`src/rtl/req_arbiter_16_pkg.sv`:
```
// Shared definitions for the 16-requester arbiter: widths, FSM states and
// the rotation helper used to turn fixed priority into round-robin.
package req_arbiter_16_pkg;

    localparam int N_REQ = 16;
    localparam int ID_W  = 4;

    typedef enum logic {
        ST_IDLE  = 1'b0,
        ST_GRANT = 1'b1
    } arb_state_e;

    // Rotate left with wrap; bit j moves to (j + sh) mod 16.
    function automatic logic [N_REQ-1:0] rotl16(input logic [N_REQ-1:0] v,
                                                input logic [ID_W-1:0]  sh);
        logic [2*N_REQ-1:0] tmp;
        tmp = {v, v} << sh;
        return tmp[2*N_REQ-1:N_REQ];
    endfunction

endpackage

```
`src/rtl/req_arbiter_16_if.sv`:
```
// Request/grant bundle between request sources (master) and the arbiter (slave).
interface req_arbiter_16_if;
    import req_arbiter_16_pkg::*;

    logic [N_REQ-1:0] req;
    logic             mode;
    logic [N_REQ-1:0] grant;
    logic [ID_W-1:0]  grant_id;
    logic             grant_vld;

    modport master (
        output req,
        output mode,
        input  grant,
        input  grant_id,
        input  grant_vld
    );

    modport slave (
        input  req,
        input  mode,
        output grant,
        output grant_id,
        output grant_vld
    );

endinterface

```
`src/rtl/req_arbiter_16_prio_pick.sv`:
```
// Combinational 16-to-4 priority picker: highest set index wins, any_o flags
// a non-empty input. Index is 0 when nothing is set.
module prio_pick_16
    import req_arbiter_16_pkg::*;
(
    input  logic [N_REQ-1:0] vec_i,
    output logic [ID_W-1:0]  idx_o,
    output logic             any_o
);

    // Ascending scan so the last (highest) set bit overrides lower ones.
    always_comb begin
        idx_o = 4'd0;
        any_o = |vec_i;
        for (int i = 0; i < N_REQ; i++) begin
            if (vec_i[i]) begin
                idx_o = 4'(i);
            end else begin
                idx_o = idx_o;
            end
        end
    end

endmodule

```
`src/rtl/req_arbiter_16.sv`:
```
// 16-requester arbiter: fixed or round-robin priority, grant held until
// release, optional hold-timeout preemption when others are waiting.
module req_arbiter_16
    import req_arbiter_16_pkg::*;
#(
    parameter int MAX_HOLD = 8
) (
    input  logic              clk,
    input  logic              rst_n,
    req_arbiter_16_if.slave   bus
);

    localparam int HC_W   = (MAX_HOLD > 1) ? $clog2(MAX_HOLD) : 1;
    localparam int HC_MAX = (MAX_HOLD > 0) ? (MAX_HOLD - 1) : 0;

    arb_state_e       state_q,    state_d;
    logic [N_REQ-1:0] grant_q,    grant_d;
    logic [ID_W-1:0]  grant_id_q, grant_id_d;
    logic             grant_vld_q, grant_vld_d;
    logic [HC_W-1:0]  hold_cnt_q, hold_cnt_d;
    logic [ID_W-1:0]  last_id_q,  last_id_d;

    logic [N_REQ-1:0] others_s;
    logic [N_REQ-1:0] cand_s;
    logic [N_REQ-1:0] cand_rot_s;
    logic [ID_W-1:0]  rot_sh_s;
    logic [ID_W-1:0]  pick_rot_id_s;
    logic             pick_any_s;
    logic [ID_W-1:0]  win_id_s;
    logic             timeout_s;
    logic             new_grant_s;

    // Candidate vector and rotation so that last_id-1 lands on bit 15.
    always_comb begin
        others_s = bus.req & ~grant_q;
        if (state_q == ST_IDLE) begin
            cand_s = bus.req;
        end else begin
            cand_s = others_s;
        end
        if (bus.mode) begin
            rot_sh_s = 4'd0 - last_id_q;
        end else begin
            rot_sh_s = 4'd0;
        end
        cand_rot_s = rotl16(cand_s, rot_sh_s);
        win_id_s   = pick_rot_id_s - rot_sh_s;
        timeout_s  = (MAX_HOLD != 0) && (hold_cnt_q == HC_W'(HC_MAX));
    end

    prio_pick_16 u_pick (
        .vec_i (cand_rot_s),
        .idx_o (pick_rot_id_s),
        .any_o (pick_any_s)
    );

    // Next-state: arbitration points load a new winner, otherwise hold.
    always_comb begin
        state_d     = state_q;
        grant_d     = grant_q;
        grant_id_d  = grant_id_q;
        grant_vld_d = grant_vld_q;
        hold_cnt_d  = hold_cnt_q;
        last_id_d   = last_id_q;
        new_grant_s = 1'b0;

        case (state_q)
            ST_IDLE: begin
                if (pick_any_s) begin
                    new_grant_s = 1'b1;
                end else begin
                    new_grant_s = 1'b0;
                end
            end
            ST_GRANT: begin
                if (!bus.req[grant_id_q]) begin
                    if (pick_any_s) begin
                        new_grant_s = 1'b1;
                    end else begin
                        state_d     = ST_IDLE;
                        grant_d     = 16'h0000;
                        grant_id_d  = 4'd0;
                        grant_vld_d = 1'b0;
                        hold_cnt_d  = HC_W'(0);
                    end
                end else if (timeout_s && pick_any_s) begin
                    new_grant_s = 1'b1;
                end else if (hold_cnt_q != HC_W'(HC_MAX)) begin
                    hold_cnt_d = hold_cnt_q + HC_W'(1);
                end else begin
                    hold_cnt_d = hold_cnt_q;
                end
            end
            default: begin
                state_d     = ST_IDLE;
                grant_d     = 16'h0000;
                grant_id_d  = 4'd0;
                grant_vld_d = 1'b0;
                hold_cnt_d  = HC_W'(0);
            end
        endcase

        if (new_grant_s) begin
            state_d     = ST_GRANT;
            grant_d     = 16'd1 << win_id_s;
            grant_id_d  = win_id_s;
            grant_vld_d = 1'b1;
            hold_cnt_d  = HC_W'(0);
            last_id_d   = win_id_s;
        end else begin
            last_id_d   = last_id_q;
        end
    end

    // State and output registers.
    always_ff @(posedge clk or negedge rst_n) begin
        if (!rst_n) begin
            state_q     <= ST_IDLE;
            grant_q     <= 16'h0000;
            grant_id_q  <= 4'd0;
            grant_vld_q <= 1'b0;
            hold_cnt_q  <= HC_W'(0);
            last_id_q   <= 4'd0;
        end else begin
            state_q     <= state_d;
            grant_q     <= grant_d;
            grant_id_q  <= grant_id_d;
            grant_vld_q <= grant_vld_d;
            hold_cnt_q  <= hold_cnt_d;
            last_id_q   <= last_id_d;
        end
    end

    assign bus.grant     = grant_q;
    assign bus.grant_id  = grant_id_q;
    assign bus.grant_vld = grant_vld_q;

endmodule

```
`src/flat_wrapper.sv`:
```
// flat-port wrapper written by rule: the top's interface ports become plain ports
module req_arbiter_16_flat import req_arbiter_16_pkg::*;
#(
    parameter int MAX_HOLD = 8
)
  (clk, rst_n, bus_req, bus_mode, bus_grant, bus_grant_id, bus_grant_vld);
  req_arbiter_16_if bus_i ();
  input  logic clk;
  input  logic rst_n;
  input wire logic [$bits(bus_i.req)-1:0] bus_req;
  input wire logic [$bits(bus_i.mode)-1:0] bus_mode;
  output wire logic [$bits(bus_i.grant)-1:0] bus_grant;
  output wire logic [$bits(bus_i.grant_id)-1:0] bus_grant_id;
  output wire logic [$bits(bus_i.grant_vld)-1:0] bus_grant_vld;
  assign bus_i.req = bus_req;
  assign bus_i.mode = bus_mode;
  assign bus_grant = bus_i.grant;
  assign bus_grant_id = bus_i.grant_id;
  assign bus_grant_vld = bus_i.grant_vld;
  req_arbiter_16 #(.MAX_HOLD(MAX_HOLD)) u_core (.clk(clk), .rst_n(rst_n), .bus(bus_i));
endmodule
```
`config.mk`:
```
export PLATFORM = sky130hd
export DESIGN_NAME = req_arbiter_16_flat
export DESIGN_NICKNAME = d
export VERILOG_FILES = /design/src/rtl/req_arbiter_16_pkg.sv /design/src/rtl/req_arbiter_16_if.sv /design/src/rtl/req_arbiter_16_prio_pick.sv /design/src/rtl/req_arbiter_16.sv /design/src/flat_wrapper.sv
export SDC_FILE = /design/constraint.sdc
export NUM_CORES = 1
export LEC_CHECK = 0
export ABC_AREA = 1
export CORE_ASPECT_RATIO = 1.1
export CORE_UTILIZATION = 40
export DETAILED_ROUTE_END_ITERATION = 10
export DONT_BUFFER_PORTS = 1
export PLACE_DENSITY = 0.64
export SYNTH_ARGS = -nofsm -noshare
export SYNTH_HDL_FRONTEND = slang
export SYNTH_SLANG_ARGS = --single-unit
```
`constraint.sdc`:
```
create_clock -name clk -period 5.2 [get_ports clk]
set_clock_uncertainty 0.15 [all_clocks]
set_input_delay 1.04 -clock clk [delete_from_list [all_inputs] [get_ports clk]]
set_output_delay 1.04 -clock clk [all_outputs]
set_load 0.01 [all_outputs]
```
==> insert_results.sql <==
INSERT INTO impl_metrics (metric_group, metric, value, unit) VALUES
('setup_path', 'critical_path_buf_inv_count', '3', ''),
('logic_synthesis', 'synth.cell_area', '2750', 'sq um'),
('setup_path', 'worstRegToRegCells', '25', ''),
('timing', 'grt_setup_unrepaired', 'no', ''),
('die', 'core_region_area', '6590', 'sq um'),
('clock_network', 'clk_path_buf_depth', '2', ''),
('clock_network', 'cts_resized', '0', ''),
('finish', 'design_area', '2840', 'sq um'),
('power_and_ir_drop', 'final_power', '2.36', 'mW'),
('logic_synthesis', 'yosysSeqAreaShare', '0.264', ''),
('hold_path', 'holdCritPathClass', 'in2async', ''),
('setup_path', 'startpoint_type', 'register', ''),
('finish', 'final_nets', '470', ''),
('setup_path', 'critical_path.reg2reg.startpoint', 'u_core.last_id_q[0]$_DFFE_PN0P_', ''),
('global_routing', 'grt_pass1_vias', '2655', ''),
('logic_synthesis', 'netlist_top_cells_area', 'sky130_fd_sc_hd__nand2_1, sky130_fd_sc_hd__dfrtp_1, sky130_fd_sc_hd__nand3_1', ''),
('drt', 'drtAntennaViolNets', '0', ''),
('timing', 'max_freq', '219', 'MHz'),
('finish', 'antenna-diode-count', '0', ''),
('placed_design', 'port_buffers', '0', ''),
('timing', 'worst_pin_slew', '0.594', 'ns'),
('power_and_ir_drop', 'pwr-share-clk', '0.077', ''),
('finish', 'final_layout_size_suffix_gt1_frac', '0.0676', ''),
('setup_path', 'worst-path-max-fanout', '18', ''),
('drt', 'vias_per_cell', '5.32', ''),
('outcome', 'status', 'completed', ''),
('clock_network', 'clkLatencyLatePin', '0.28', 'ns'),
('logic_synthesis', 'yosys.area.top_type_share', '0.265', ''),
('placed_design', 'placed_area', '2760', 'sq um'),
('logic_synthesis', 'dominantRegCellSynth', 'sky130_fd_sc_hd__dfrtp_1', ''),
('setup_path', 'critical_path.endpoint_type', 'register', ''),
('logic_synthesis', 'synth_seq_cells', '29', ''),
('power_and_ir_drop', 'peakVddDrop', '0.556', 'mV'),
('clock_network', 'clockRootBuffer', 'sky130_fd_sc_hd__clkbuf_8', ''),
('power_and_ir_drop', 'p_int', '969', 'uW'),
('logic_synthesis', 'number_of_library_cell_types_mapped_by_synthesis', '39', ''),
('timing', 'final.period_utilization', '0.877', ''),
('clock_network', 'tritoncts.num_buffers', '5', ''),
('logic_synthesis', 'leading_cell_types_by_count_after_synthesis', 'sky130_fd_sc_hd__nand2_1, sky130_fd_sc_hd__nand3_1, sky130_fd_sc_hd__inv_1', ''),
('die', 'initial_standard_cell_utilization_of_the_core', '0.417', ''),
('power_and_ir_drop', 'comb_power_share', '0.744', ''),
('logic_synthesis', 'yosysMostFrequentCell', 'sky130_fd_sc_hd__nand2_1', ''),
('global_routing', 'global_route.usage.total', '0.235', ''),
('placed_design', 'dp_hpwl', '6240', 'um'),
('die', 'core.rowCount', '31', ''),
('timing', 'timing.final.ws_setup', '0.642', 'ns'),
('global_routing', 'pin_count_of_the_biggest_net_entering_global_routing', '30', ''),
('clock_network', 'cts_hold_buf', '0', ''),
('logic_synthesis', 'yosys_warnings', '0', ''),
('setup_path', 'crit_path_max_incr_delay', '0.45', 'ns'),
('logic_synthesis', 'synth_top_area_cell', 'sky130_fd_sc_hd__nand2_1', ''),
('timing', 'report.final.setup_viol', '0', ''),
('setup_path', 'arr_time_crit_path', '4.61', 'ns'),
('logic_synthesis', 'synth_area_per_cell', '6.10', 'sq um'),
('placed_design', 'minimum_setup_slack_after_placement', '0.452', 'ns'),
('logic_synthesis', 'mappedNetlistNets', '476', ''),
('die', 'chipWidth', '81.0', 'um'),
('global_routing', 'grt_remaining_overflow', '0', ''),
('finish', 'syn2layout_area_growth', '3.55', '%'),
('timing', 'setup_total_negative_slack', '0', 'ns'),
('drt', 'post-route-drc-count', '0', ''),
('timing', 'max_slew_margin', '0.603', ''),
('timing', 'holdWs', '0.304', 'ns'),
('clock_network', 'cts_sinks', '29', ''),
('setup_path', 'r2r_setup_slack', '0.64', 'ns'),
('setup_path', 'worst_path_max_delay_cell', 'sky130_fd_sc_hd__xnor2_1', ''),
('clock_network', 'clock_tree.htree_level_count', '2', ''),
('power_and_ir_drop', 'switching_pwr', '1.39', 'mW'),
('timing', 'final.min_clock_period', '4.56', 'ns'),
('logic_synthesis', 'synth-async-reset-ratio', '1.00', ''),
('power_and_ir_drop', 'power-per-cell-area', '829', 'nW/um^2');
==> kinds of logic (layout without fill, tap and decap cells) <==
group	Yosys count	after routing	share of synthesized area
AO/OA/AOI/OAI	43	43	0.0934
XOR/XNOR	2	2	0.0132
adder cells (fa/ha/maj)	7	7	0.0346
buffers and inverters	51	45	0.0879
flip-flops	29	29	0.264
multiplexers	4	4	0.0150
AND/OR/NAND/NOR	314	314	0.492
==> power by group through the flow <==
stage | Combinational [mW] | Clock, mW | Sequential (mW)
5_1_grt | 2.01 | 0.197 | 0.430
3_5_place_dp | 1.74 | 0 | 0.425
3_3_place_gp | 1.71 | 0 | 0.423
2_1_floorplan | 1.45 | 0 | 0.388
4_1_cts | 1.75 | 0.186 | 0.421
6_report | 1.75 | 0.182 | 0.421
==> routing by layer <==
layer	wire [um]	vias up	global-route usage
met2	3660	73	0.401
met3	468	18	0.0347
li1	-	1441	-
met5	0	-	0
met1	3290	1267	0.298
met4	201	0	0.0909
==> worst reg2reg max path, cell delays in order (launching register included) <==
cell and delay (ns):
sky130_fd_sc_hd__dfrtp_1 0.38, sky130_fd_sc_hd__inv_1 0.10, sky130_fd_sc_hd__ha_1 0.31, sky130_fd_sc_hd__nand2_2 0.27
sky130_fd_sc_hd__clkinv_2 0.30, sky130_fd_sc_hd__nand3_1 0.18, sky130_fd_sc_hd__and2_1 0.13, sky130_fd_sc_hd__o21ai_1 0.07
sky130_fd_sc_hd__o21ai_0 0.30, sky130_fd_sc_hd__nand2_1 0.11, sky130_fd_sc_hd__nand2_1 0.07, sky130_fd_sc_hd__nand2_1 0.05
sky130_fd_sc_hd__nand2_1 0.06, sky130_fd_sc_hd__nand2_1 0.05, sky130_fd_sc_hd__nand2_1 0.05, sky130_fd_sc_hd__nand2_1 0.04
sky130_fd_sc_hd__nand2_1 0.06, sky130_fd_sc_hd__nand2_1 0.04, sky130_fd_sc_hd__a21oi_1 0.22, sky130_fd_sc_hd__ha_1 0.23
sky130_fd_sc_hd__o21ai_0 0.12, sky130_fd_sc_hd__xnor2_1 0.45, sky130_fd_sc_hd__xor2_4 0.20, sky130_fd_sc_hd__nor2_2 0.33
sky130_fd_sc_hd__inv_2 0.11, sky130_fd_sc_hd__o21ai_1 0.09
==> sequential cells by signal, summed over array words and instances (netlist names) <==
signal,count
u_core.last_id_q,4
u_core.hold_cnt_q,3
u_core.bus.grant_vld,1
u_core.bus.grant,16
u_core.state_q,1
u_core.bus.grant_id,4
==> final cells by class <==
| type | count | area, sq um |
|---|---|---|
| clock buffers | 7 | 86.3 |
| multi-input cells | 370 | 1780 |
| repair buffers | 1 | 7.51 |
| flip-flops and latches | 29 | 726 |
| inverters | 37 | 143 |
| well taps | 82 | 103 |
| fillers | 738 | 3750 |
==> metrics by stage <==
| step | util | cells |
|---|---|---|
| after global placement | 0.418 | 519 |
| after floorplan | - | 450 |
| after global routing | 0.431 | 526 |
| after detailed placement | 0.418 | 519 |
| after CTS | 0.431 | 526 |
| final | 0.431 | 526 |
==> cell usage in the layout, fill, tap and decap left out, types with 7 or more instances in the layout <==
cell / n
sky130_fd_sc_hd__a21oi_1: 8
sky130_fd_sc_hd__dfrtp_1: 29
sky130_fd_sc_hd__inv_1: 33
sky130_fd_sc_hd__nand2_1: 194
sky130_fd_sc_hd__nand2_2: 7
sky130_fd_sc_hd__nand3_1: 70
sky130_fd_sc_hd__nor2_1: 21
sky130_fd_sc_hd__nor3_1: 8
sky130_fd_sc_hd__o21ai_0: 13
sky130_fd_sc_hd__o21ai_1: 11
==> how the worst max path moves through the flow <==
stage / startpoint / endpoint / slack [ns] / depth (start not counted)
2_1_floorplan: bus_mode / u_core.bus.grant[6]$_DFFE_PN0P_ / 1.26 / 26
4_1_cts: u_core.last_id_q[0]$_DFFE_PN0P_ / u_core.last_id_q[3]$_DFFE_PN0P_ / 0.65 / 25
6_report: u_core.last_id_q[0]$_DFFE_PN0P_ / u_core.last_id_q[3]$_DFFE_PN0P_ / 0.64 / 25
3_3_place_gp: bus_mode / u_core.last_id_q[3]$_DFFE_PN0P_ / 0.46 / 23
3_5_place_dp: bus_mode / u_core.last_id_q[3]$_DFFE_PN0P_ / 0.45 / 23
5_1_grt: u_core.last_id_q[0]$_DFFE_PN0P_ / u_core.last_id_q[3]$_DFFE_PN0P_ / 0.17 / 26
Power figures use the tool's default switching activity.
